**config.mk**
```make
export PLATFORM = sky130hd
export DESIGN_NAME = sram_port_ctrl
export DESIGN_NICKNAME = d
export VERILOG_FILES = /design/src/rtl/sram_port_ctrl.sv
export SDC_FILE = /design/constraint.sdc
export NUM_CORES = 1
export LEC_CHECK = 0
export CAP_MARGIN = 15
export CORE_UTILIZATION = 38
export CTS_CLUSTER_DIAMETER = 150
export CTS_CLUSTER_SIZE = 25
export DETAILED_ROUTE_END_ITERATION = 7
export GPL_TIMING_DRIVEN = 0
export PLACE_DENSITY = 0.75
export SETUP_SLACK_MARGIN = 0.2
export SLEW_MARGIN = 25
export SYNTH_ARGS = -nofsm -noshare
export SYNTH_HDL_FRONTEND = slang
export SYNTH_SLANG_ARGS = --single-unit
```
**constraint.sdc**
```tcl
create_clock -name clk -period 1.7 [get_ports clk]
set_input_delay 0.17 -clock clk [delete_from_list [all_inputs] [get_ports clk]]
set_output_delay 0.17 -clock clk [all_outputs]
set_load 0.1 [all_outputs]
```
**src/rtl/sram_port_ctrl.sv**
```systemverilog
// Dual-port SRAM macro controller: write-only port 0, read-only port 1, with a
// 2-entry response FIFO, credit-style read backpressure and same-cycle write-first bypass.
module sram_port_ctrl #(
  parameter int ADDR_WIDTH = 10,
  parameter int DATA_WIDTH = 8
) (
  input  logic                  clk,
  input  logic                  rst_n,
  input  logic                  wr_valid,
  output logic                  wr_ready,
  input  logic [ADDR_WIDTH-1:0] wr_addr,
  input  logic [DATA_WIDTH-1:0] wr_data,
  input  logic                  rd_req_valid,
  output logic                  rd_req_ready,
  input  logic [ADDR_WIDTH-1:0] rd_req_addr,
  output logic                  rd_resp_valid,
  input  logic                  rd_resp_ready,
  output logic [DATA_WIDTH-1:0] rd_resp_data,
  output logic                  sram_csb0,
  output logic                  sram_web0,
  output logic                  sram_wmask0,
  output logic [ADDR_WIDTH-1:0] sram_addr0,
  output logic [DATA_WIDTH-1:0] sram_din0,
  output logic                  sram_csb1,
  output logic [ADDR_WIDTH-1:0] sram_addr1,
  input  logic [DATA_WIDTH-1:0] sram_dout1
);

  logic                  rdy_q;
  logic                  inflight;
  logic                  byp;
  logic [DATA_WIDTH-1:0] byp_data;
  logic [DATA_WIDTH-1:0] fifo [2];
  logic                  rptr, wptr;
  logic [1:0]            count;
  logic [2:0]            occ;
  logic                  wa, ra, push, pop;
  logic [DATA_WIDTH-1:0] push_data;

  // Readies come up one edge after reset release so deassertion is clock-aligned.
  always_ff @(posedge clk or negedge rst_n)
    if (!rst_n) rdy_q <= 1'b0;
    else        rdy_q <= 1'b1;

  assign wr_ready      = rdy_q;
  assign wa            = wr_valid && wr_ready;
  assign rd_resp_valid = (count != 2'd0);
  assign rd_resp_data  = fifo[rptr];
  assign pop           = rd_resp_valid && rd_resp_ready;
  assign occ           = {1'b0, count} + {2'b00, inflight};
  // A same-cycle pop frees the slot the new read will need two edges later.
  assign rd_req_ready  = rdy_q && ((occ < 3'd2) || pop);
  assign ra            = rd_req_valid && rd_req_ready;
  assign push          = inflight;
  assign push_data     = byp ? byp_data : sram_dout1;

  assign sram_csb0   = !wa;
  assign sram_web0   = !wa;
  assign sram_wmask0 = 1'b1;
  assign sram_addr0  = wr_addr;
  assign sram_din0   = wr_data;
  assign sram_csb1   = !ra;
  assign sram_addr1  = rd_req_addr;

  // The macro returns old data on a same-cycle collision, so capture the write.
  always_ff @(posedge clk or negedge rst_n)
    if (!rst_n) begin
      inflight <= 1'b0;
      byp      <= 1'b0;
      byp_data <= '0;
    end else begin
      inflight <= ra;
      byp      <= ra && wa && (wr_addr == rd_req_addr);
      byp_data <= wr_data;
    end

  always_ff @(posedge clk or negedge rst_n)
    if (!rst_n) begin
      count <= 2'd0;
      rptr  <= 1'b0;
      wptr  <= 1'b0;
    end else begin
      if (push) wptr <= !wptr;
      if (pop)  rptr <= !rptr;
      case ({push, pop})
        2'b10:   count <= count + 2'd1;
        2'b01:   count <= count - 2'd1;
        default: count <= count;
      endcase
    end

  always_ff @(posedge clk)
    if (push) fifo[wptr] <= push_data;

endmodule

```
# Word-level counts from Yosys, hierarchy flattened
# Memories as Yosys holds them, arrays and structs flattened.
# Cells that the tools add are included.
# Widths: inputs -> output; s select.
[op_classes] n_eq_ne=3 n_mul=0 div_mod_pow=0 n_lt_le_gt_ge=1 reduce_logical=13 n_shift=0 bitwise=0 n_addsub=3 muxes=4
[op_table] op="$eq 10x10->1" count=1
[op_table] op="$mux 8" count=1
[op_table] op="$logic_and 1x1->1" count=6
[op_table] op="$logic_not 1->1" count=4
[op_table] op="$pmux 2 s2" count=1
[op_table] op="$reduce_bool 2->1" count=2
[op_table] op="$add 2x1->3" count=1
[op_table] op="$lt 3x2->1 const B" count=1
[op_table] op="$add 2x1->2 const B" count=1
[op_table] op="$eq 2x1->1 const B" count=1
[op_table] op="$eq 2x2->1 const B" count=1
[op_table] op="$mux 1" count=2
[op_table] op="$sub 2x1->2 const B" count=1
[op_table] op="$logic_or 1x1->1" count=1
[totals] register_bits=15 word_cells=32 latchBits=0 mem_count=1 out_inout_bits=43 mem_bits_rw=16 mem_bits_ro=0 inputBits=41
[memory_table] memory="fifo" words=2 width=8 rd=1 rd_ports_with_merged_regs=0 wr=1 line="33" text="logic [DATA_WIDTH-1:0] fifo [2];"

# Depth between registers and ports, before layout
[logic_depth] word_depth=7 ltp_mapped=6 ltp_nobuf=6

# Worst setup path after synthesis
# Ideal clock, no wire load.
[synth_timing] kind="reg2out" start="register rdy_q (netlist: wr_ready)" end="output port rd_req_ready" path_stages_with_launch=2 n_path_buf=0 slack_ns=-0.875 arrival_time_ns=2.405 t_required_ns=1.530 cell_sequence="dfrtp_1 -> nor2b_1"
[synth_via] elab_chain_len=1
[synth_lines] item="start: declaration" line="29" text="logic rdy_q;"
[synth_lines] item="start signal: assignment" line="42" text="if (!rst_n) rdy_q <= 1'b0;"
[synth_lines] item="start signal: assignment" line="43" text="else rdy_q <= 1'b1;"
[synth_lines] item="$logic_and 1x1->1" line="52" text="assign rd_req_ready = rdy_q && ((occ < 3'd2) || pop);"
[synth_lines] item="end: declaration" line="14" text="output logic rd_req_ready,"
# Every way passes these cells.

# Final worst setup path
[layout_timing] start="register rptr" end="output port rd_resp_data[7]"
[layout_via] elab_chain_len=1
[layout_lines] item="start: declaration" line="34" text="logic rptr, wptr;"
[layout_lines] item="start signal: assignment" line="84" text="if (pop) rptr <= !rptr;"
[layout_lines] item="$mem_v2 2x8"
[layout_lines] item="end: declaration" line="18" text="output logic [DATA_WIDTH-1:0] rd_resp_data,"
# Every way passes these cells.

==> metrics.yaml <==
status:
  outcome: "finished clean"
clock_tree:
  clk_path_buf_depth: 2
  htree_levels: 2
  root_buffer: "clkbuf_8"
  tritoncts: "built"
  clock_latency_ns: 0.28
  cts_sinks: 31
  cts.clk_slew.worst_paths_ns: 0.06
  cts-buffers-inserted: 5
yosys:
  synth-xor-area-share_pct: 8.642
  ys_seq_area_share_pct: 56.30
  synth_top_family_by_area: "buffers and inverters"
  ys_seq_elements: 31
  synthSimpleGateAreaFrac_pct: 5.514
  yosysWarnings: 0
  synth_compound_area_share_pct: 0.8230
  syn_area_per_cell_um2: 13.45
  synth_cell_types: 22
  syn-instance-count: 113
  synth_area_um2: 1520
  synthMuxAreaShare_pct: 11.85
  synthAdderAreaFrac_pct: 0.8230
setup_path:
  worstPathCellList: "buf_8 > buf_6 > mux2_4 > buf_12"
  crit_required_ns: 1.53
  r2r_slack_ns: 0.26
  path_class: "flop to output port"
  path_max_fanout: 8
  setup.worst_path.end_class: "output port"
  critical_path.max_stage_delay_ns: 0.39
  startpoint_type: "flop"
  worstPathArrival_ns: 1.41
  slowest_stage: "dfrtp_1"
place:
  dp_cells: 244
  gp_congestion: 0.6705
  portBuffers: 82
  hpwl_um: 2708
  place_area_um2: 2429
sta:
  finalSetupTns_ns: 0
  finalSetupViolCount: 0
  min_period_ns: 1.585
  slew_viol_final: 0
  fin_skew_ns: 0.003140
  hold_viol_final: 0
  fin_crit_sh_pct: 93.23
  slew_headroom_pct: 54.17
  tightest_slew_ns: 0.6853
  timing.fmax_ghz: 0.6310
  rsz0062_at_grt: "true"
detailed_routing:
  drt-initial-drc-count: 25
  firstDrtPassIters: 4
  vias: 1135
  totalWireLength_um: 3511
  avgRoutedWirePerCell_um: 13.50
  vias_per_cell: 4.365
  drc: 0
  ant_nets: 0
pwr:
  p_leak_nw: 1.107
  max-vdd-ir-drop_uv: 912.6
  power_density_nw_per_um2: 1344
floorplan:
  core-area_um2: 3744
  die_width_um: 65.25
  chipHeight_um: 65.25
  dieArea_um2: 4258
  floorplan.initialDensity_pct: 40.61
  io_pins: 84
  rows: 22
global_route:
  grt_pass1_wl_um: 5354
  grt_overflow_total: 0
  grt_util_all_layers_pct: 17.52
  antenna_found_initial: 0
  grt_max_degree: 16
  grt_pass1_vias: 1232
finish:
  fin_nets: 253
  area_growth_pct: 70.12
  stdcell_area_um2: 2586
  fin_cells: 260
  final_layout_size_suffix_gt1_share_pct: 53.30
  diodes: 0
run:
  drv_cap: 0
min_path:
  hp-class: "input pin to async pin"
[critical path, delay by kind of cell, from the launching register on]
kind | cells | cell delay (ns)
buf+inv | 3 | 0.43
flops | 1 | 0.39
mux | 1 | 0.31
[worst paths after layout]
kind | start | end | cells past startpoint
min in group clk | wr_data[0] | byp_data[0]$_DFF_PN0_ | 1
min | rst_n | wr_ready$_DFF_PN0_ | 1
max | rptr$_DFFE_PN0P_ | rd_resp_data[7] | 4
min reg2reg | wptr$_DFFE_PN0P_ | wptr$_DFFE_PN0P_ | 1
max reg2reg | count[1]$_DFFE_PN0P_ | count[1]$_DFFE_PN0P_ | 6
max in group asynchronous | rst_n | wr_ready$_DFF_PN0_ | 1
[layout make-up]
class | count | area, um2
plain buffers | 32 | 244.0
clock buffers | 8 | 80.08
repair buffers | 90 | 852.1
multi-input cells | 49 | 483.0
well taps | 48 | 60.06
flip-flops and latches | 31 | 859.6
fillers | 285 | 1157
inverters | 2 | 7.507
[logic make-up after synthesis]
group	after synthesis
AOI/OAI and AO/OA	2
xor gates and xnor gates	15
adders and majority gates	1
buffers and inverters	34
DFF	31
muxes	16
other	1
and+or+nand+nor	13
[synthesized netlist by cell type, drive strengths merged]
| library cell | count | area, um2 |
|---|---|---|
| buf | 30 | 225.2 |
| edfxtp | 16 | 480.5 |
| mux2 | 16 | 180.2 |
| dfrtp | 15 | 375.4 |
| xor2 | 9 | 78.83 |
| xnor2 | 6 | 52.55 |
| nor2 | 3 | 11.26 |
| and2 | 2 | 12.51 |
| clkbuf | 2 | 7.510 |
| inv | 2 | 7.510 |
| nand2 | 2 | 10.01 |
| or4 | 2 | 18.77 |
| a21oi | 1 | 5.000 |
| conb | 1 | 3.750 |
| ha | 1 | 12.51 |
| nand4 | 1 | 6.260 |
| nor2b | 1 | 6.260 |
| nor4 | 1 | 12.51 |
| o211ai | 1 | 7.510 |
| or2 | 1 | 6.260 |
[registers in the layout, summed over array words and instances, names as in the netlist]
register and cells:
rptr 1, byp 1, byp_data 8, wptr 1, wr_ready 1, count 2
fifo 16, inflight 1
[timing repair]
| item | 4_1_cts | 5_1_grt |
|---|---|---|
| buffers inserted | 3 | 5 |
| resized for setup | 197 | 34 |
| hold buffers | 0 | 0 |
| endpoints found under the hold margin | 0 | 0 |
| setup endpoints to repair | 43 | 39 |
| pin swaps | 4 | 5 |
| gates cloned | 0 | 0 |
[power breakdown]
group / total (mW) / internal, mW / switching [mW]
clock network: 0.526 / 0.290 / 0.236
registers: 0.968 / 0.905 / 0.0625
logic: 1.98 / 0.717 / 1.26
[stage by stage]
step / power, mW / util (%) / hold WS [ns] / worst slack (ns)
4_1_cts: 3.366 / 69.18 / 0.3280 / 0.05289
3_5_place_dp: 2.671 / 64.87 / 0.4706 / -0.6016
2_1_floorplan: 2.264 / - / -0.1256 / -0.5341
3_3_place_gp: 2.653 / 64.87 / 0.4720 / -0.5859
5_1_grt: 3.605 / 69.08 / 0.3632 / 0.07969
6_report: 3.475 / 69.08 / 0.3087 / 0.1151
[layout by cell type (no fill, tap or decap), types with 3 or more instances in the layout]
master,n
buf_12,3
buf_2,16
buf_4,39
buf_6,5
buf_8,3
clkbuf_1,4
clkbuf_8,5
clkdlybuf4s15_2,8
clkdlybuf4s18_2,6
clkdlybuf4s50_1,40
dfrtp_1,14
edfxtp_1,16
mux2_2,14
xnor2_1,5
xor2_1,9
[layer usage]
| metal | wire length [um] | GRT usage, % | vias up |
|---|---|---|---|
| met3 | 214 | 5.903 | 5 |
| met1 | 1238 | 16.39 | 536 |
| li1 | - | - | 549 |
| met5 | 0 | 0 | - |
| met4 | 53 | 6.522 | 0 |
| met2 | 2006 | 34.28 | 45 |
(Power assumes the default switching activity.)
